--- src/rtl/button_pulse_gen_pkg.sv ---
// Shared types and helpers for the push-button pulse generator.
// Holds the press/hold FSM encoding, channel indices and a counter-width helper.
package button_pulse_gen_pkg;

    typedef enum logic [1:0] {
        StIdle,
        StFirst,
        StDelay,
        StRepeat
    } btn_state_e;

    localparam int unsigned NumChannels = 2;
    localparam int unsigned ChUp        = 0;
    localparam int unsigned ChDown      = 1;

    // Bits needed to hold values 0..value-1, never less than one bit.
    function automatic int unsigned width_for(input int unsigned value);
        int unsigned w;
        w = (value > 2) ? int'($clog2(value)) : 1;
        return w;
    endfunction

endpackage

--- src/rtl/button_debounce.sv ---
// Two-flop synchronizer plus counting debouncer for one raw button input.
// Produces the debounced level and a one-cycle strobe on accepted presses.
module button_debounce
    import button_pulse_gen_pkg::*;
#(
    parameter int unsigned DEBOUNCE_CYCLES = 500000
) (
    input  logic clk,
    input  logic rst,
    input  logic raw,
    output logic level,
    output logic rise
);

    localparam int unsigned CntW = width_for(DEBOUNCE_CYCLES);
    localparam logic [CntW-1:0] CntLast = CntW'(DEBOUNCE_CYCLES - 1);

    logic            sync1_q, sync2_q;
    logic            stable_q, stable_d;
    logic [CntW-1:0] cnt_q, cnt_d;
    logic            prime0_q, prime1_q;
    logic            armed_q, armed_d;
    logic            rise_q, rise_d;
    logic            differ, flip;

    always_comb begin
        differ   = (sync2_q != stable_q);
        flip     = differ && (cnt_q == CntLast);
        cnt_d    = (differ && !flip) ? cnt_q + CntW'(1) : '0;
        stable_d = flip ? ~stable_q : stable_q;
        // A button held through reset must be seen released before a press counts.
        armed_d  = armed_q | (prime1_q & ~sync2_q & ~stable_q);
        rise_d   = flip & ~stable_q & armed_q;
    end

    always_ff @(posedge clk or posedge rst) begin
        if (rst) begin
            sync1_q  <= 1'b0;
            sync2_q  <= 1'b0;
            stable_q <= 1'b0;
            cnt_q    <= '0;
            prime0_q <= 1'b0;
            prime1_q <= 1'b0;
            armed_q  <= 1'b0;
            rise_q   <= 1'b0;
        end else begin
            sync1_q  <= raw;
            sync2_q  <= sync1_q;
            stable_q <= stable_d;
            cnt_q    <= cnt_d;
            prime0_q <= 1'b1;
            prime1_q <= prime0_q;
            armed_q  <= armed_d;
            rise_q   <= rise_d;
        end
    end

    assign level = stable_q;
    assign rise  = rise_q;

endmodule

--- src/rtl/button_pulse_gen.sv ---
// Turns the raw up/down current-selection buttons into single-cycle counter commands,
// with one pulse per press, optional auto-repeat while held and mutual-exclusion on conflict.
module button_pulse_gen
    import button_pulse_gen_pkg::*;
#(
    parameter int unsigned DEBOUNCE_CYCLES = 500000,
    parameter int unsigned REPEAT_DELAY    = 25000000,
    parameter int unsigned REPEAT_RATE     = 10000000
) (
    input  logic clk,
    input  logic rst,
    input  logic en,
    input  logic btn_up_raw,
    input  logic btn_down_raw,
    output logic up_pulse,
    output logic down_pulse,
    output logic up_level,
    output logic down_level
);

    localparam int unsigned MaxSpan  = (REPEAT_DELAY > REPEAT_RATE) ? REPEAT_DELAY : REPEAT_RATE;
    localparam int unsigned TimerW   = width_for(MaxSpan + 1);
    localparam bit          RepeatEn = (REPEAT_DELAY != 0);
    localparam logic [TimerW-1:0] DelayLast = TimerW'(REPEAT_DELAY - 1);
    localparam logic [TimerW-1:0] RateLast  = TimerW'(REPEAT_RATE - 1);

    logic [NumChannels-1:0] level;
    logic [NumChannels-1:0] rise;
    logic [NumChannels-1:0] pulse_q, pulse_d;
    logic                   conflict;

    btn_state_e        state_q [NumChannels];
    btn_state_e        state_d [NumChannels];
    logic [TimerW-1:0] timer_q [NumChannels];
    logic [TimerW-1:0] timer_d [NumChannels];

    button_debounce #(
        .DEBOUNCE_CYCLES(DEBOUNCE_CYCLES)
    ) u_debounce_up (
        .clk  (clk),
        .rst  (rst),
        .raw  (btn_up_raw),
        .level(level[ChUp]),
        .rise (rise[ChUp])
    );

    button_debounce #(
        .DEBOUNCE_CYCLES(DEBOUNCE_CYCLES)
    ) u_debounce_down (
        .clk  (clk),
        .rst  (rst),
        .raw  (btn_down_raw),
        .level(level[ChDown]),
        .rise (rise[ChDown])
    );

    always_comb begin
        conflict = level[ChUp] & level[ChDown];
        pulse_d  = '0;
        for (int unsigned ch = 0; ch < NumChannels; ch++) begin
            state_d[ch] = state_q[ch];
            timer_d[ch] = timer_q[ch];
            if (!en || conflict || !level[ch]) begin
                state_d[ch] = StIdle;
                timer_d[ch] = '0;
            end else begin
                unique case (state_q[ch])
                    StIdle: begin
                        if (rise[ch]) begin
                            state_d[ch] = StFirst;
                            pulse_d[ch] = 1'b1;
                        end
                    end
                    StFirst: begin
                        state_d[ch] = StDelay;
                        timer_d[ch] = '0;
                    end
                    StDelay: begin
                        // With auto-repeat disabled this state just waits for release.
                        if (RepeatEn) begin
                            if (timer_q[ch] == DelayLast) begin
                                state_d[ch] = StRepeat;
                                timer_d[ch] = '0;
                                pulse_d[ch] = 1'b1;
                            end else begin
                                timer_d[ch] = timer_q[ch] + TimerW'(1);
                            end
                        end
                    end
                    StRepeat: begin
                        if (timer_q[ch] == RateLast) begin
                            timer_d[ch] = '0;
                            pulse_d[ch] = 1'b1;
                        end else begin
                            timer_d[ch] = timer_q[ch] + TimerW'(1);
                        end
                    end
                    default: begin
                        state_d[ch] = StIdle;
                        timer_d[ch] = '0;
                    end
                endcase
            end
        end
    end

    always_ff @(posedge clk or posedge rst) begin
        if (rst) begin
            pulse_q <= '0;
            for (int unsigned ch = 0; ch < NumChannels; ch++) begin
                state_q[ch] <= StIdle;
                timer_q[ch] <= '0;
            end
        end else begin
            pulse_q <= pulse_d;
            for (int unsigned ch = 0; ch < NumChannels; ch++) begin
                state_q[ch] <= state_d[ch];
                timer_q[ch] <= timer_d[ch];
            end
        end
    end

    // Masking with the registered levels keeps both commands low in any cycle both buttons read held.
    assign up_pulse   = pulse_q[ChUp] & ~conflict;
    assign down_pulse = pulse_q[ChDown] & ~conflict;
    assign up_level   = level[ChUp];
    assign down_level = level[ChDown];

endmodule

--- config.mk ---
export PLATFORM = sky130hd
export DESIGN_NAME = button_pulse_gen
export DESIGN_NICKNAME = d
export VERILOG_FILES = /design/src/rtl/button_pulse_gen_pkg.sv /design/src/rtl/button_debounce.sv /design/src/rtl/button_pulse_gen.sv
export SDC_FILE = /design/constraint.sdc
export NUM_CORES = 1
export LEC_CHECK = 0
export ABC_CLOCK_PERIOD_IN_PS = 3400
export BUFFER_PORTS_ARGS = -buffer_cell sky130_fd_sc_hd__buf_4
export CORE_AREA = 2 2 104 106
export DETAILED_ROUTE_END_ITERATION = 10
export DIE_AREA = 0 0 106 108
export PLACE_DENSITY = 0.7
export SLEW_MARGIN = 10
export SYNTH_ARGS = -nofsm -noshare
export SYNTH_HDL_FRONTEND = slang
export SYNTH_SLANG_ARGS = --single-unit
--- constraint.sdc ---
create_clock -name clk -period 3.4 [get_ports clk]
set_input_delay 0.17 -clock clk [delete_from_list [all_inputs] [get_ports clk]]
set_output_delay 0.17 -clock clk [all_outputs]
set_load 0.02 [all_outputs]
==> flow_summary.ini, run 1 <==
[run_status]
status = finished clean

[placed_design]
routabilityCongestion = 0.8206
post_dp_cell_area_sq_mm = 0.005714
hpwl_um = 7316
port_buffers = 8

[synthesis]
yosysSeqAreaShare_pct = 47.88
syn_nets = 597
synthDistinctLibCells = 55
syn_inst = 578
synthArstFlopShare_pct = 100.0
synthFlopType = dfrtp_1
yosysWarnings = 0
syn_area_sq_mm = 0.005540
avgSynthCellArea_sq_um = 9.585
synth-edff-count = 0
yosys_register_bits = 106

[die]
die_area_sq_mm = 0.01145
rows = 37
core-area_sq_mm = 0.01023
die_h_um = 108
initial_core_util_pct = 54.15
die_x_um = 106
ios = 9

[setup_path]
cp.required_ns = 3.68
crit_fanout = 26
worstSetupEndpointType = flip-flop
r2r_start = timer_q[25]$_DFFE_PP0P_
endpoint = timer_q[49]$_DFFE_PP0P_
crit_arrival_ns = 3.10
critPathLaunchType = flip-flop
r2r_slack_ns = 0.58
worstSetupPathType = flip-flop to flip-flop
crit_start = timer_q[25]$_DFFE_PP0P_
slowest_delay_ns = 0.58
path_cells = ha_1 -> nand3_1 -> or4_4 -> o41ai_4 -> a21oi_2 -> and3_1 -> a211o_1
slowest_stage = or4_4
rr_worst_depth = 7
r2r_end = timer_q[49]$_DFFE_PP0P_

[clock_network]
ctsResizeCount = 0
clock-sinks = 106
postCtsSetupRepairBufs = 0
htreeDepth = 3
cts.clk_slew.worst_paths_ns = 0.10
clock_path_buffers = 2
clock_latency_ns = 0.39
cts_tree = yes
cts_buffers = 9
root_buffer = clkbuf_8

[timing]
skew_ns = 0.01172
max_freq_ghz = 0.3542
slew_headroom_pct = 29.42
max_slew.worst_pin.slew_ns = 1.059
setup_violations = 0
rsz0062_at_grt = false
fin_setup_tns_ns = 0
min_period_ns = 2.823
post-route-period-util_pct = 83.03
report.final.slew_viol_count = 0
finalHoldViolations = 0

[detailed_routing]
num_vias = 4151
drtIter0Drc = 228
wl_um = 10630
first_pass_iters = 7
avgViaCountPerCell = 5.686
drc_errors = 0
ant_nets = 0
wl_per_cell_um = 14.56

[layout]
area_growth_pct = 6.662
diodes = 0
nets = 608
final_common_cell = dfrtp_1
fin_area_sq_mm = 0.005909
drive_above_1_share_pct = 8.081
most-common-layout-cells = dfrtp_1, nor2_1, nand2_1, nand3_1, xor2_1

[min_path]
min_path_type = primary input to async pin

[power_and_ir_drop]
pwr_density_cell_mw_per_mm2 = 345.8
peakVddDrop_mv = 0.2865
leakage_nw = 2.399

[grt]
grt.total_usage_pct = 20.76
grt_max_degree = 87
grt_pass1_wl_um = 19040
grt-ovfl-total = 0
grt_pass1_vias = 4114
antenna_found_initial = 0

[flow_run]
drv_cap = 0
==> per-layer routing <==
metal  track usage [%]  wire length [um]
met5                 0                 0
met4             6.109               104
met3             5.485               414
met2             33.64              5007
met1             27.69              5106
==> flip-flops by register name (all words and copies together) (netlist names), 2 cells and up <==
signal	flops
u_debounce_up.cnt_q	19
state_q	4
timer_q	50
u_debounce_down.cnt_q	19
pulse_q	2
==> critical path, delay by kind of cell (launching register included) <==
family | cells | cell delay [ns]
AOI/OAI and AO/OA | 3 | 1.07
adders and majority gates | 1 | 0.22
DFF | 1 | 0.43
and+or+nand+nor | 3 | 0.99
==> per-stage QoR <==
| step | power [mW] | std cells | utilization (%) | hold slack, ns | worst slack [ns] |
|---|---|---|---|---|---|
| global route | 2.136 | 730 | 57.76 | 0.1152 | 0.3668 |
| finish | 2.043 | 730 | 57.76 | 0.02987 | 0.5769 |
| floorplan | 1.335 | 578 | - | 0.2014 | 0.4411 |
| CTS | 2.074 | 730 | 57.76 | 0.07383 | 0.5700 |
| detailed placement | 1.353 | 712 | 55.85 | 0.2837 | 0.5997 |
| global placement | 1.350 | 712 | 55.85 | 0.2850 | 0.7148 |
==> final cells by class <==
cell class	instances	area (sq um)
clock buffer	10	127.6
inverter	19	73.82
sequential	106	2653
multi-input combinational	440	2735
timing repair buffer	13	102.6
tap	136	170.2
fill	870	4322
clock inverter	6	47.55
==> worst min path at each step <==
| stage | startpoint | end | depth (start not counted) |
|---|---|---|---|
| floorplan | btn_down_raw | u_debounce_down.sync1_q$_DFF_PP0_ | 0 |
| global placement | btn_down_raw | u_debounce_down.sync1_q$_DFF_PP0_ | 1 |
| detailed placement | btn_down_raw | u_debounce_down.sync1_q$_DFF_PP0_ | 1 |
| CTS | rst | u_debounce_down.level$_DFFE_PP0P_ | 2 |
| global route | rst | timer_q[12]$_DFFE_PP0P_ | 2 |
| finish | rst | timer_q[16]$_DFFE_PP0P_ | 2 |
==> cell usage after synthesis, types with 4 or more instances <==
cell type	instances	area share (%)
dfrtp_1	106	48
nor2_1	85	5.8
nand2_1	51	3.5
nand3_1	33	3.0
xor2_1	33	5.2
xnor2_1	25	4.0
nand4_1	20	2.3
inv_1	19	1.3
nor3_1	19	1.7
and3_1	18	2.0
o21ai_0	18	1.6
a21oi_1	15	1.4
ha_1	14	3.2
a31oi_1	10	1.1
nor4_1	9	1.0
clkbuf_1	8	0.54
a22o_1	7	1.1
and4_1	7	1.1
nor4b_1	6	0.95
or3_2	6	0.81
a21o_1	4	0.54
and2_1	4	0.45
nor2b_1	4	0.45
nor4bb_1	4	0.72
o31ai_1	4	0.54
==> where the power goes <==
| group | switching (mW) | internal [mW] |
|---|---|---|
| combinational | 0.0378 | 0.0123 |
| sequential | 0.00749 | 1.27 |
| clock | 0.442 | 0.274 |
| total | 0.488 | 1.56 |
==> timing repair <==
action                     CTS  global route
hold buffers                 2             0
hold endpoints to repair     2             0
setup endpoints to repair    0             0
==> cells by family after synthesis <==
kind of cell | count (synthesis) | synth area share [%]
AOI/OAI and AO/OA | 79 | 9.960
and+or+nand+nor | 285 | 26.33
buffers and inverters | 32 | 2.868
DFF | 106 | 47.88
muxes | 3 | 0.5646
xor gates and xnor gates | 58 | 9.169
adders and majority gates | 14 | 3.162
other | 1 | 0.06769
(Power assumes the default switching activity.)
==> inputs of run 2 (changes only) <==
--- a/config.mk
+++ b/config.mk
@@ -5,11 +5,12 @@
 export SDC_FILE = /design/constraint.sdc
 export NUM_CORES = 1
 export LEC_CHECK = 0
-export ABC_CLOCK_PERIOD_IN_PS = 3400
+export ABC_AREA = 1
+export ABC_CLOCK_PERIOD_IN_PS = 2830
 export BUFFER_PORTS_ARGS = -buffer_cell sky130_fd_sc_hd__buf_4
-export CORE_AREA = 2 2 104 106
+export CORE_AREA = 2 2 115 117
 export DETAILED_ROUTE_END_ITERATION = 10
-export DIE_AREA = 0 0 106 108
+export DIE_AREA = 0 0 117 119
 export PLACE_DENSITY = 0.7
 export SLEW_MARGIN = 10
 export SYNTH_ARGS = -nofsm -noshare
==> constraint.sdc (replaced) <==
create_clock -name clk -period 2.83 [get_ports clk]
set_input_delay 0.1415 -clock clk [delete_from_list [all_inputs] [get_ports clk]]
set_output_delay 0.1415 -clock clk [all_outputs]
set_load 0.02 [all_outputs]
==> flow_summary.ini, run 2 <==
[grt]
grt_pass1_vias = 5700
grt_pass1_wl_um = 26780
grt.total_usage_pct = 23.98
grt-ovfl-total = 0
grt_max_degree = 43
antenna_found_initial = 0

[synthesis]
synthDistinctLibCells = 44
synth-edff-count = 0
synthArstFlopShare_pct = 100.0
synthFlopType = dfrtp_1
synth_top_area_share_pct = 38.81
synthTopCellsByCount = nand2_1, nor2_1, inv_1
avgSynthCellArea_sq_um = 7.025
yosys_register_bits = 106
syn_area_sq_mm = 0.006835
syn_inst = 973
yosysWarnings = 0
synth_area_leaders = dfrtp_1, nand2_1, nor2_1, inv_1, nand3_1
yosysSeqAreaShare_pct = 38.81
yosys.area.top_type = dfrtp_1
synth_most_common_cell = nand2_1
syn_nets = 992

[timing]
max_slew.worst_pin.slew_ns = 0.7341
post-route-period-util_pct = 72.95
fin_setup_tns_ns = 0
setup_violations = 0
skew_ns = 0.006890
slew_headroom_pct = 51.05
finalHoldWorstSlack_ns = 0.2152
report.final.slew_viol_count = 0
finalHoldViolations = 0
max_freq_ghz = 0.4844
min_period_ns = 2.065
rsz0062_at_grt = false

[die]
core-area_sq_mm = 0.01287
initial_core_util_pct = 53.09
rows = 42
die_area_sq_mm = 0.01392
die_x_um = 117
die_h_um = 119
ios = 9

[power_and_ir_drop]
pwr_density_cell_mw_per_mm2 = 384.5
leakage_nw = 3.249
power_mw = 2.848
peakVddDrop_mv = 0.2971

[clock_network]
clock-sinks = 106
cts_tree = yes
clock_path_buffers = 2
clock_latency_ns = 0.36
cts.clk_slew.worst_paths_ns = 0.07
cts_buffers = 9
root_buffer = clkbuf_16
htreeDepth = 3
ctsResizeCount = 0

[layout]
area_growth_pct = 8.384
largest_reg_flops = 50
layout.cells.non_filler = 1169
largest-register = timer_q
reg_top3 = timer_q: 50 flops, u_debounce_down.cnt_q: 19 flops, u_debounce_up.cnt_q: 19 flops
nets = 1007
fin_area_sq_mm = 0.007408
diodes = 0
final_common_cell = nand2_1
n_fill_cell = 1219
seq_area_sq_mm = 0.002653
drive_above_1_share_pct = 7.754
most-common-layout-cells = nand2_1, nor2_1, inv_1, dfrtp_1, nand3_1
multi_input_area_sq_mm = 0.003576

[setup_path]
crit_fanout = 22
worstSetupEndpointType = flip-flop
critPathLaunchType = flip-flop
worstSetupPathType = flip-flop to flip-flop
crit_arrival_ns = 2.35
cp.required_ns = 3.12

[detailed_routing]
first_pass_iters = 5
wl_um = 15460
drtIter0Drc = 399
avgViaCountPerCell = 5.211
drc_errors = 0
ant_nets = 0
num_vias = 6092
wl_per_cell_um = 13.23

[placed_design]
hpwl_um = 11330
routabilityCongestion = 0.9348
port_buffers = 8
post_dp_cell_area_sq_mm = 0.007081
placedCellCount = 1150

[run_status]
status = finished clean

[flow_run]
drv_cap = 0

[min_path]
min_path_type = primary input to flip-flop
run 2: cell types whose count changed after synthesis, sizes merged, moves of 11 or more:
| cell | before | now |
|---|---|---|
| a21oi | 16 | 54 |
| and3 | 18 | 0 |
| buf | 2 | 13 |
| inv | 19 | 129 |
| nand2 | 51 | 257 |
| nand3 | 33 | 64 |
| nand4 | 20 | 31 |
| nor2 | 85 | 166 |
| nor3 | 19 | 41 |
| xnor2 | 25 | 5 |
run 2: through the flow:
stage | util, % | worst slack [ns]
6_report | 57.54 | 0.7654
5_1_grt | 57.54 | 0.5349
4_1_cts | 57.54 | 0.7954
3_5_place_dp | 55.00 | 0.7940
3_3_place_gp | 55.00 | 0.8953
2_1_floorplan | - | 1.165
run 2: cell families (layout without fill, tap and decap cells):
logic type               Yosys count  count (layout)  synth area share (%)
AND/OR/NAND/NOR                  579             579                 37.56
AO/OA/AOI/OAI                     95              95                 8.036
XOR/XNOR                          32              32                 4.100
adder cells (fa/ha/maj)           14              14                 2.563
buffers and inverters            146             166                 8.878
other                              1               1               0.05486
flip-flops                       106             106                 38.81
run 2: critical path, cell delays in order, from the launching register on:
cell and delay, ns:
dfrtp_1 0.44, inv_1 0.11, ha_1 0.40, nor2_1 0.09, nand2_2 0.38, inv_2 0.21
nor3_1 0.16, a21oi_1 0.08, a21oi_1 0.11
run 2: final timing paths:
path | from | depth (start not counted) | slack, ns | to
max in group asynchronous | rst | 4 | 1.76 | timer_q[22]$_DFFE_PP0P_
hold reg to reg | u_debounce_down.prime0_q$_DFF_PP0_ | 0 | 0.35 | u_debounce_up.prime1_q$_DFF_PP0_
setup / recovery | state_q[2]$_DFFE_PP0P_ | 8 | 0.77 | timer_q[43]$_DFFE_PP0P_
hold / removal | en | 5 | 0.22 | pulse_q[1]$_DFF_PP0_
min in group asynchronous | rst | 3 | 0.42 | u_debounce_up.sync1_q$_DFF_PP0_
setup reg to reg | state_q[2]$_DFFE_PP0P_ | 8 | 0.77 | timer_q[43]$_DFFE_PP0P_
run 2: report_power, final:
group | internal [mW] | switching [mW] | total (mW) | leakage, nW
clock | 0.640 | 0.610 | 1.25 | 0.143
combinational | 0.0192 | 0.0481 | 0.0673 | 1.65
sequential | 1.52 | 0.00677 | 1.53 | 1.45
total | 2.18 | 0.665 | 2.85 | 3.25
run 2: per-layer routing:
| metal | vias up | share of wire [%] | track usage, % |
|---|---|---|---|
| li1 | 3150 | - | - |
| met1 | 2798 | 49 | 35.58 |
| met2 | 129 | 46 | 36.27 |
| met3 | 15 | 4.2 | 3.206 |
| met4 | 0 | 1.4 | 7.868 |
| met5 | - | 0 | 0 |
run 2: final cells by class:
| cell class | count | area share [%] |
|---|---|---|
| Tap cell | 176 | 2.972 |
| Timing Repair Buffer | 20 | 2.297 |
| Multi-Input combinational cell | 721 | 48.27 |
| Clock inverter | 6 | 0.7938 |
| Clock buffer | 10 | 3.226 |
| Inverter | 130 | 6.637 |
| Sequential cell | 106 | 35.80 |
run 2: what timing repair did:
| action | 4_1_cts | 5_1_grt |
|---|---|---|
| hold buffers | 3 | 0 |
| buffers inserted | 0 | 0 |
| endpoints found under the setup margin | 0 | 0 |
| endpoints found under the hold margin | 28 | 0 |
==> inputs of run 3 (changes only) <==
--- a/config.mk
+++ b/config.mk
@@ -6,12 +6,12 @@
 export NUM_CORES = 1
 export LEC_CHECK = 0
 export ABC_AREA = 1
-export ABC_CLOCK_PERIOD_IN_PS = 2830
+export ABC_CLOCK_PERIOD_IN_PS = 1850
 export BUFFER_PORTS_ARGS = -buffer_cell sky130_fd_sc_hd__buf_4
 export CORE_AREA = 2 2 115 117
 export DETAILED_ROUTE_END_ITERATION = 10
 export DIE_AREA = 0 0 117 119
-export PLACE_DENSITY = 0.7
+export PLACE_DENSITY = 0.73
 export SLEW_MARGIN = 10
 export SYNTH_ARGS = -nofsm -noshare
 export SYNTH_HDL_FRONTEND = slang
==> constraint.sdc (replaced) <==
create_clock -name clk -period 1.85 [get_ports clk]
set_input_delay 0.0925 -clock clk [delete_from_list [all_inputs] [get_ports clk]]
set_output_delay 0.0925 -clock clk [all_outputs]
set_load 0.02 [all_outputs]
==> flow_summary.ini, run 3 (synthesized netlist as in run 2, its figures left out) <==
[power_and_ir_drop]
pwr_density_cell_mw_per_mm2 = 564.8
power_mw = 4.368
peakVddDrop_mv = 0.5355
leakage_nw = 3.402

[detailed_routing]
wl_um = 15500
drc_errors = 0
avgViaCountPerCell = 5.169
drtIter0Drc = 437
ant_nets = 0
first_pass_iters = 5
num_vias = 6187
wl_per_cell_um = 12.95

[clock_network]
cts.clk_slew.worst_paths_ns = 0.08
cts_tree = yes
clock_latency_ns = 0.36
htreeDepth = 3
cts_buffers = 9
clock-sinks = 106
root_buffer = clkbuf_16
clock_path_buffers = 2

[die]
die_area_sq_mm = 0.01392
die_x_um = 117
rows = 42
die_h_um = 119
core-area_sq_mm = 0.01287
ios = 9
initial_core_util_pct = 53.09

[layout]
reg_top3 = timer_q: 50 flops, u_debounce_down.cnt_q: 19 flops, u_debounce_up.cnt_q: 19 flops
final_common_cell = nand2_1
multi_input_area_sq_mm = 0.003664
nets = 1035
seq_area_sq_mm = 0.002653
largest-register = timer_q
largest_reg_flops = 50
area_growth_pct = 13.14
most-common-layout-cells = nand2_1, nor2_1, inv_1, dfrtp_1, nand3_1
n_fill_cell = 1180
diodes = 0
drive_above_1_share_pct = 11.17
fin_area_sq_mm = 0.007734

[flow_run]
drv_cap = 0

[grt]
grt-ovfl-total = 0
grt_use_met2_pct = 36.63
grt.busiest_layer = met2
use_met1_pct = 35.21
grt_pass1_vias = 5764
grt_max_degree = 43
grt_pass1_wl_um = 26740
antenna_found_initial = 0
grt.total_usage_pct = 23.77
gr-usage-met3_pct = 2.952

[setup_path]
slowest_stage = dfrtp_1
crit_start = timer_q[26]$_DFFE_PP0P_
cp.required_ns = 2.10
critPathLaunchType = flip-flop
critical_path.top_delay_family = simple AND/OR/NAND/NOR gates
crit_fanout = 12
r2r_start = timer_q[26]$_DFFE_PP0P_
slowest_delay_ns = 0.42
worstSetupPathType = flip-flop to flip-flop
crit_arrival_ns = 2.03
cp_common_cell = nand2_1
path_buf_inv = 1
worstSetupEndpointType = flip-flop
path_cells = ha_4 -> nand2_1 -> nor2_4 -> nand2_1 -> nor2_1 -> nand2_1 -> nand2_2 -> o21ai_4 -> buf_12 -> nand2_1 -> a21oi_1

[timing]
finalHoldViolations = 0
min_period_ns = 1.786
skew_ns = 0.01037
post-route-period-util_pct = 96.55
setup_violations = 0
report.final.slew_viol_count = 0
timing.final.ws_setup_ns = 0.06378
max_freq_ghz = 0.5598

[run_status]
status = finished clean

[placed_design]
dpl_worst_slack_ns = 0.01534
port_buffers = 8
routabilityCongestion = 0.9137
hpwl_um = 11350
post_dp_cell_area_sq_mm = 0.007313

[min_path]
min_from = en
min_path_type = primary input to flip-flop
-- run 3: per-stage QoR --
step	hold WS [ns]	instances	utilization, %	TNS, ns
floorplan	0.1239	973	-	0
CTS	0.1497	1195	59.35	0
detailed placement	0.1315	1176	56.80	0
global route	0.1489	1197	60.07	-0.008980
finish	0.1253	1197	60.07	0
global placement	0.1315	1176	56.80	0
-- run 3: repair_timing --
item                       in CTS  in global routing
hold endpoints to repair       18                  0
gates cloned                    0                  1
buffers inserted                0                  1
pin swaps                       0                  3
hold buffers                    3                  0
resized for setup               1                 15
setup endpoints to repair       1                 31
-- run 3: layer usage --
| metal | wire (um) | vias up |
|---|---|---|
| met3 | 728 | 21 |
| met1 | 7427 | 2835 |
| met4 | 257 | 0 |
| li1 | - | 3197 |
| met2 | 7086 | 134 |
| met5 | 0 | - |
-- run 3: area by class of cell --
| class | instances | share of cell area (%) |
|---|---|---|
| multi-input combinational | 722 | 47.37 |
| sequential | 106 | 34.30 |
| inverter | 130 | 6.391 |
| timing repair buffer | 47 | 5.307 |
| clock buffer | 9 | 2.912 |
| tap | 176 | 2.847 |
| clock inverter | 7 | 0.8736 |
-- run 3: report_power, final --
part	internal [mW]	switching, mW
combinational	0.0434	0.0763
clock	0.950	0.957
sequential	2.33	0.0103
total	3.32	1.04
-- run 3: worst reg2reg max path, delay by kind of cell (launching register included) --
kind	cells	cell delay (ns)
simple gates	7	0.78
flops	1	0.42
fa+ha+maj	1	0.17
compound gates	2	0.15
buf+inv	1	0.16
-- run 3: path summary, 6_finish.rpt --
check | cells past startpoint | end | slack (ns)
worst max-delay path | 11 | timer_q[48]$_DFFE_PP0P_ | 0.06
worst min-delay path | 5 | pulse_q[0]$_DFF_PP0_ | 0.13
worst max register to register | 11 | timer_q[48]$_DFFE_PP0P_ | 0.06
worst min register to register | 0 | u_debounce_up.sync2_q$_DFF_PP0_ | 0.35
max in group asynchronous | 4 | timer_q[48]$_DFFE_PP0P_ | 0.98
min in group asynchronous | 3 | u_debounce_up.sync2_q$_DFF_PP0_ | 0.29
